--- src/rtl/winacc_pkg.sv ---
// rtl/winacc_pkg.sv - shared constants, clog2 helper and SUM_W legality check for window_accumulator
package winacc_pkg;

  localparam int unsigned DEF_IN_W   = 12;
  localparam int unsigned DEF_SUM_W  = 16;
  localparam int unsigned DEF_WINDOW = 8;

  // Ceiling log2; returns 0 for values of 0 or 1.
  function automatic int unsigned clog2(input int unsigned value);
    int unsigned r;
    r = 0;
    for (int i = 0; i < 32; i++) begin
      if ((64'd1 << i) < 64'(value)) r = i + 1;
    end
    return r;
  endfunction

endpackage

// A running sum of WINDOW samples of IN_W bits needs IN_W + clog2(WINDOW) bits.
`define WINACC_CHECK_SUM_W(in_w, sum_w, window) \
  if ((sum_w) < (in_w) + winacc_pkg::clog2(window)) begin : g_sum_w_check \
    $error("window_accumulator: SUM_W too narrow for IN_W and WINDOW"); \
  end

--- src/rtl/winacc_delay_line.sv ---
// rtl/winacc_delay_line.sv - circular WINDOW x IN_W buffer with read-first port and wrapping write pointer
module winacc_delay_line
  import winacc_pkg::*;
#(
  parameter int unsigned IN_W   = DEF_IN_W,
  parameter int unsigned WINDOW = DEF_WINDOW
) (
  input  logic            clock,
  input  logic            reset_n,
  input  logic            wr_en,
  input  logic            restart,
  input  logic [IN_W-1:0] wr_data,
  output logic [IN_W-1:0] old_data
);

  localparam int unsigned PTR_W = clog2(WINDOW);

  logic [IN_W-1:0]  mem [WINDOW];
  logic [PTR_W-1:0] wptr;
  logic [PTR_W-1:0] wr_addr;
  logic [PTR_W-1:0] wptr_inc;

  // Oldest entry is read at the current pointer before this cycle's write lands.
  assign old_data = mem[wptr];
  assign wr_addr  = restart ? '0 : wptr;
  assign wptr_inc = (wr_addr == PTR_W'(WINDOW - 1)) ? '0 : wr_addr + 1'b1;

  // Storage is never reset; stale entries are masked by the fill count upstream.
  always_ff @(posedge clock) begin
    if (wr_en) mem[wr_addr] <= wr_data;
  end

  // Write pointer: restart rewinds to 0, an accepted write advances with wrap.
  always_ff @(posedge clock or negedge reset_n) begin
    if (!reset_n) begin
      wptr <= '0;
    end else if (wr_en) begin
      wptr <= wptr_inc;
    end else if (restart) begin
      wptr <= '0;
    end
  end

endmodule

--- src/rtl/window_accumulator.sv ---
// rtl/window_accumulator.sv - sliding-window running sum with clear and full flag; WINACC_MEAN_EN adds out_mean
module window_accumulator
  import winacc_pkg::*;
#(
  parameter int unsigned IN_W   = DEF_IN_W,
  parameter int unsigned SUM_W  = DEF_SUM_W,
  parameter int unsigned WINDOW = DEF_WINDOW
) (
  input  logic             clock,
  input  logic             reset_n,
  input  logic             clear,
  input  logic             in_valid,
  input  logic [IN_W-1:0]  in_data,
  output logic             out_valid,
  output logic [SUM_W-1:0] out_sum,
  output logic             out_full
`ifdef WINACC_MEAN_EN
  ,
  output logic [SUM_W-1:0] out_mean
`endif
);

  localparam int unsigned FILL_W = clog2(WINDOW + 1);

  `WINACC_CHECK_SUM_W(IN_W, SUM_W, WINDOW)

  logic [FILL_W-1:0] fill;
  logic [FILL_W-1:0] fill_next;
  logic [IN_W-1:0]   old_data;
  logic [SUM_W-1:0]  old_term;
  logic [SUM_W-1:0]  sum_next;
  logic              is_full;

  winacc_delay_line #(
    .IN_W   (IN_W),
    .WINDOW (WINDOW)
  ) u_delay_line (
    .clock    (clock),
    .reset_n  (reset_n),
    .wr_en    (in_valid),
    .restart  (clear),
    .wr_data  (in_data),
    .old_data (old_data)
  );

  // Next fill/sum for an accepted sample; the leaving sample only counts once the window is full.
  always_comb begin
    is_full   = (fill == FILL_W'(WINDOW));
    fill_next = is_full ? fill : fill + 1'b1;
    old_term  = is_full ? SUM_W'(old_data) : '0;
    sum_next  = out_sum + SUM_W'(in_data) - old_term;
  end

  // Fill counter and output registers; clear wins, and a coincident sample opens the new window.
  always_ff @(posedge clock or negedge reset_n) begin
    if (!reset_n) begin
      fill      <= '0;
      out_sum   <= '0;
      out_valid <= 1'b0;
      out_full  <= 1'b0;
    end else if (clear) begin
      fill      <= in_valid ? FILL_W'(1) : '0;
      out_sum   <= in_valid ? SUM_W'(in_data) : '0;
      out_valid <= in_valid;
      out_full  <= 1'b0;
    end else if (in_valid) begin
      fill      <= fill_next;
      out_sum   <= sum_next;
      out_valid <= 1'b1;
      out_full  <= (fill_next == FILL_W'(WINDOW));
    end else begin
      out_valid <= 1'b0;
    end
  end

`ifdef WINACC_MEAN_EN
  if ((WINDOW & (WINDOW - 1)) != 0) begin : g_pow2_check
    $error("window_accumulator: WINDOW must be a power of two with WINACC_MEAN_EN");
  end

  assign out_mean = out_sum >> clog2(WINDOW);
`endif

endmodule

--- config.mk ---
export PLATFORM = sky130hd
export DESIGN_NAME = window_accumulator
export DESIGN_NICKNAME = d
export VERILOG_FILES = /design/src/rtl/winacc_pkg.sv /design/src/rtl/winacc_delay_line.sv /design/src/rtl/window_accumulator.sv
export SDC_FILE = /design/constraint.sdc
export NUM_CORES = 1
export LEC_CHECK = 0
export BUFFER_PORTS_ARGS = -buffer_cell sky130_fd_sc_hd__buf_2
export CAP_MARGIN = 0
export CORE_ASPECT_RATIO = 1.25
export CORE_UTILIZATION = 25
export CTS_BUF_LIST = sky130_fd_sc_hd__clkbuf_8
export CTS_CLUSTER_SIZE = 28
export DETAILED_ROUTE_END_ITERATION = 8
export MAX_ROUTING_LAYER = met4
export PLACE_DENSITY = 0.41
export SETUP_SLACK_MARGIN = 0.4
export SYNTH_ARGS = -nofsm -noshare
export SYNTH_HDL_FRONTEND = slang
export SYNTH_SLANG_ARGS = --single-unit
export TNS_END_PERCENT = 10
--- constraint.sdc ---
create_clock -name clock -period 3.7 [get_ports clock]
set_clock_uncertainty 0.15 [all_clocks]
set_input_delay 0.185 -clock clock [delete_from_list [all_inputs] [get_ports clock]]
set_output_delay 0.185 -clock clock [all_outputs]
set_load 0.05 [all_outputs]
# Word-level counts from Yosys, hierarchy flattened
# Memories as Yosys holds them, arrays and structs flattened.
# Cells that the tools add are included.
classes:
  addsub: 4
  n_mul: 0
  div_mod_pow: 0
  order_cmp: 0
  eq_ne: 3
  shifts: 0
  n_mux: 16
  bitwise_logic: 0
  reduce_logical: 1
op_table:
  columns: ["op", "n"]
  rows:
  - ["16-bit 2-to-1 mux", 2]
  - ["12-bit 2-to-1 mux", 2]
  - ["16-bit by 12-bit adder with 16-bit output", 1]
  - ["16-bit by 12-bit subtractor with 16-bit output", 1]
  - ["4-bit 2-to-1 mux", 3]
  - ["3-bit 2-to-1 mux", 3]
  - ["4-bit == test, second input constant", 2]
  - ["1-bit 2-to-1 mux", 6]
  - ["4-bit by 1-bit adder with 4-bit output, second input constant", 1]
  - ["3-bit by 1-bit adder with 3-bit output, second input constant", 1]
  - ["3-bit == test, second input constant", 1]
  - ["2-bit nonzero test", 1]
totals:
  reg_bits: 25
  latchBits: 0
  ramBits: 96
  romBits: 0
  inputBits: 16
  out_inout_bits: 18
  elab_cells: 30
  memories: 1
mem_list:
  columns: ["memory", "words", "width", "read_ports", "rd_ports_with_merged_regs", "write_ports", "line", "rtl"]
  rows:
  - ["u_delay_line.mem", 8, 12, 1, 0, 1, "winacc_delay_line.sv:18", "logic [IN_W-1:0] mem [WINDOW];"]

# Longest topological paths before layout
depth:
  ltp_word: 5
  depth_mapped: 16
  mapped_depth_nobuf: 14

# Modules after synthesis
# A second synthesis with hierarchy kept.
unflattened:
  hier_cells: 447
  area_unflattened_um2: 6212.2
modules_own_cells:
  columns: ["mod", "n_inst", "cells_each", "area_per_inst_um2", "seq_area_each_um2"]
  rows:
  - ["winacc_delay_line", 1, 166, 3922.5, 2957.8]
  - ["window_accumulator", 1, 281, 2289.7, 550.5]

# Least setup slack after synthesis
# Ideal clock, no wire load.
synth_timing:
  kind: "register to register"
  startpoint: "register u_delay_line.wptr[0]"
  endpoint: "register out_sum[15]"
  t_arrival_ps: 3542
  path_slack_ps: -117
  path_stages_with_launch: 15
  path_buffers: 2
  cell_sequence: "dfrtp_1 buf_2 buf_4 mux4_2 mux2i_1 nor2_1 fa_1 inv_1 ha_1 and3_1 nand4_1 nand2b_1 and2_1 o211ai_2 mux2_2"
synth_via:
  elab_chain_len: 5
synth_lines:
  columns: ["element", "line", "rtl"]
  rows:
  - ["start: declaration", "winacc_delay_line.sv:19", "logic [PTR_W-1:0] wptr;"]
  - ["start signal: assignment", "winacc_delay_line.sv:38", "wptr <= wptr_inc;"]
  - ["memory read 8 x 12 bit", null, null]
  - ["12-bit 2-to-1 mux", "window_accumulator.sv:50", "old_term = is_full ? SUM_W'(old_data) : '0;"]
  - ["16-bit by 12-bit subtractor with 16-bit output", "window_accumulator.sv:51", "sum_next = out_sum + SUM_W'(in_data) - old_term;"]
  - ["16-bit 2-to-1 mux", "window_accumulator.sv:66", "end else if (in_valid) begin"]
  - ["16-bit 2-to-1 mux", "window_accumulator.sv:61", "end else if (clear) begin"]
  - ["end signal: assignment", "window_accumulator.sv:63", "out_sum <= in_valid ? SUM_W'(in_data) : '0;"]
  - ["end signal: assignment", "window_accumulator.sv:68", "out_sum <= sum_next;"]
  - ["end: declaration", "window_accumulator.sv:15", "output logic [SUM_W-1:0] out_sum,"]
# No other way between the ends. The select of a mux whose other input is x is not followed.
# A chain may end at the register's enable or synchronous reset.

# Worst setup path after layout
# Ends and elaborated chain as after synthesis.

==> impl_metrics.py <==
metrics = {
    "run_status": {
        "status": "finished, final reports clean",
    },
    "routing": {
        "wl_um": 14410,
        "drtIter0Drc": 131,
        "wl_per_cell_um": 16.66,
        "postRouteAntennaNets": 0,
        "dr.pass1.iters": 4,
        "via_per_inst": 4.364,
        "drcViolationCount": 0,
        "num_vias": 3775,
    },
    "clock_tree": {
        "clockRootBuffer": "clkbuf_8",
        "cts.path.max_buffers": 2,
        "clock_sinks": 121,
        "clk_latency_ps": 430,
        "path_clk_slew_ps": 80,
        "cts_made_buffers": 17,
        "cts_tree": "done",
        "htree_levels": 4,
    },
    "timing": {
        "setup_viol": 0,
        "rsz0062_at_grt": "true",
        "setup_ws_ps": 27.61,
        "fmax_mhz": 272.3,
        "min_period_ps": 3672,
        "maxSlewViolCount": 0,
        "worst_pin_slew_ps": 811.7,
        "relSlewSlack_pct": 45.84,
        "hold_viol": 0,
        "period_share_pct": 99.25,
    },
    "synth": {
        "synth-compound-area-share_pct": 8.364,
        "synth-xor-area-share_pct": 2.029,
        "postSynth.asyncResetShare_pct": 20.66,
        "yosys.cell_types.count": 58,
        "synthFlopType": "edfxtp_1",
        "synth_top_family_by_area": "multiplexers",
        "ys_warn_count": 0,
        "synthMuxAreaShare_pct": 11.84,
        "synth_enable_flop_cells": 96,
        "syn_nets": 487,
        "ys_seq_area_share_pct": 58.05,
        "yosys.area_share.simple_pct": 6.977,
        "synthAdderAreaFrac_pct": 7.909,
        "synth_top_cell_area_share_pct": 47.70,
        "ys_ff_latch": 121,
        "netlist_instances": 440,
        "syn_avg_cell_area_um2": 13.73,
        "synth_area_um2": 6043,
        "yosysTopAreaCell": "edfxtp_1",
        "synthTopCellsByArea": "edfxtp_1 (48%), dfrtp_1 (10%), mux4_2 (8.9%)",
    },
    "power": {
        "p_sw_share_pct": 35.60,
        "internal_power_mw": 3.084,
        "p_leak_nw": 2.922,
        "combPwrFrac_pct": 41.5,
        "power.density_nw_per_um2": 621.7,
        "seqPwrFrac_pct": 34.1,
        "p_sw_mw": 1.705,
        "pwr-share-clk_pct": 24.4,
        "peakVddDrop_v": 0.0001826,
    },
    "placement": {
        "dp_hpwl_um": 9746,
        "port_buffers": 33,
        "dp_slack_ps": -79.89,
        "routabilityCongestion": 0.7697,
        "dpl_cell_area_um2": 6968,
    },
    "finish": {
        "final_common_cell": "edfxtp_1",
        "fill_cells": 2367,
        "drive_above_1_share_pct": 32.59,
        "diodes": 0,
        "area_delta_synth_final_pct": 27.47,
        "final_cell_mix": "edfxtp_1 (96), inv_1 (53), buf_2 (33)",
        "finalInstanceArea_um2": 7704,
        "finalNetCount": 575,
    },
    "critical_path": {
        "worstSetupPathType": "reg2reg",
        "cp-start-kind": "flip-flop",
        "cp.required_ps": 3870,
        "rrSetupSlack_ps": 30,
        "critPathMaxFanout": 9,
        "endpoint_kind": "flip-flop",
        "worstPathArrival_ps": 3840,
    },
    "global_routing": {
        "grt_start_max_net_pins": 30,
        "grt_overflow": 0,
        "grt_pass1_wl_um": 23110,
        "grt_usage_pct": 12.95,
        "grt_pass1_vias": 4086,
        "grt_antenna_before_repair": 0,
    },
    "min_path": {
        "min_path_type": "in2reg",
    },
    "floorplan": {
        "die_w_um": 141.1,
        "dieArea_um2": 24800,
        "io_pins": 34,
        "initial_core_util_pct": 25.47,
        "core_area_um2": 23730,
        "die_y_um": 175.8,
        "row_count": 63,
    },
    "flow_run": {
        "drv_cap": 0,
    },
}
-- worst paths after layout --
path | start | end | depth (start not counted)
max | u_delay_line.wptr[0]$_DFF_PN0_ | out_sum[15]$_DFFE_PN0P_ | 13
min | clear | fill[0]$_DFFE_PN0P_ | 3
max reg2reg | u_delay_line.wptr[0]$_DFF_PN0_ | out_sum[15]$_DFFE_PN0P_ | 13
min reg2reg | out_full$_DFFE_PN0P_ | out_full$_DFFE_PN0P_ | 2
max in group asynchronous | reset_n | u_delay_line.wptr[0]$_DFF_PN0_ | 2
min in group asynchronous | reset_n | fill[2]$_DFFE_PN0P_ | 2
-- layout make-up --
type	count	area, µm²	area share, %
tap	325	406.6	5.279
inverter	55	206.4	2.680
multi-input combinational	246	2489	32.30
clock inverter	14	150.1	1.949
clock buffer	17	234.0	3.037
timing repair buffer	87	708.2	9.193
sequential	121	3510	45.56
-- stage by stage --
stage                     cells  TNS (ps)  power [mW]  utilization (%)  hold slack [ps]
after floorplan             440         0       2.900                -           -260.6
after detailed placement    818    -167.4       3.470            29.37            127.6
final                       865         0       4.789            32.47            31.66
after global placement      818    -56.22       3.467            29.37            132.6
after CTS                   865    -6.351       4.746            32.00            16.25
after global routing        865    -870.0       5.091            32.47            45.61
-- state kept, by name, indices dropped and copies added (netlist names) --
| register | count |
|---|---|
| fill | 4 |
| out_valid | 1 |
| u_delay_line.wptr | 3 |
| out_full | 1 |
| u_delay_line.mem | 96 |
| out_sum | 16 |
-- logic make-up (layout without fill, tap and decap cells) --
family | after synthesis | count (layout)
adder cells (fa/ha/maj) | 31 | 31
buffers and inverters | 73 | 173
AND/OR/NAND/NOR | 85 | 85
XOR/XNOR | 14 | 14
AO/OA/AOI/OAI | 75 | 75
flip-flops | 121 | 121
multiplexers | 41 | 41
-- Yosys cell counts, types with 3 or more instances --
| library cell | n |
|---|---|
| o21a_1 | 3 |
| edfxtp_1 | 96 |
| nand2_1 | 19 |
| o211ai_1 | 3 |
| a22o_1 | 6 |
| inv_1 | 54 |
| mux2i_1 | 13 |
| buf_2 | 3 |
| a21o_1 | 6 |
| o21ai_0 | 14 |
| clkbuf_1 | 12 |
| a21oi_1 | 19 |
| xor2_1 | 6 |
| nor2_1 | 27 |
| ha_1 | 19 |
| mux2_2 | 4 |
| nand4_1 | 3 |
| fa_1 | 12 |
| mux4_2 | 24 |
| nor2b_1 | 3 |
| and3_1 | 5 |
| xnor2_1 | 8 |
| nand3_1 | 9 |
| dfrtp_1 | 25 |
| nor3_1 | 4 |
| a21o_2 | 3 |
| a31oi_1 | 4 |
-- critical path: stages (launching register included) --
cell	delay, ps
dfrtp_2	470
buf_12	170
mux4_2	490
mux2i_1	240
nor2_1	90
fa_1	480
inv_1	70
ha_4	300
and3_4	220
nand4_1	110
nand2b_4	160
and2_4	160
o211ai_2	150
mux2_4	310
-- power groups by stage --
stage / clock network (mW) / registers [mW] / logic, mW
6_report: 1.17 / 1.63 / 1.99
5_1_grt: 1.26 / 1.65 / 2.18
4_1_cts: 1.22 / 1.64 / 1.89
3_5_place_dp: 0 / 1.66 / 1.81
3_3_place_gp: 0 / 1.66 / 1.81
2_1_floorplan: 0 / 1.84 / 1.06
-- layer usage --
metal / vias to the layer above / global-route usage [%] / share of wire, %
met5: - / - / 0
met4: 0 / 4.438 / 1.3
met3: 13 / 2.290 / 1.6
met1: 1924 / 14.84 / 44
li1: 1796 / - / -
met2: 42 / 22.65 / 53
-- what timing repair did --
item / in CTS / in global routing
setup endpoints to repair: 12 / 14
gates cloned: 1 / 0
endpoints found under the hold margin: 123 / 0
hold buffers: 14 / 0
pin swaps: 4 / 10
setup buffers: 1 / 0
gates resized for setup: 15 / 21
Power figures use the tool's default switching activity.
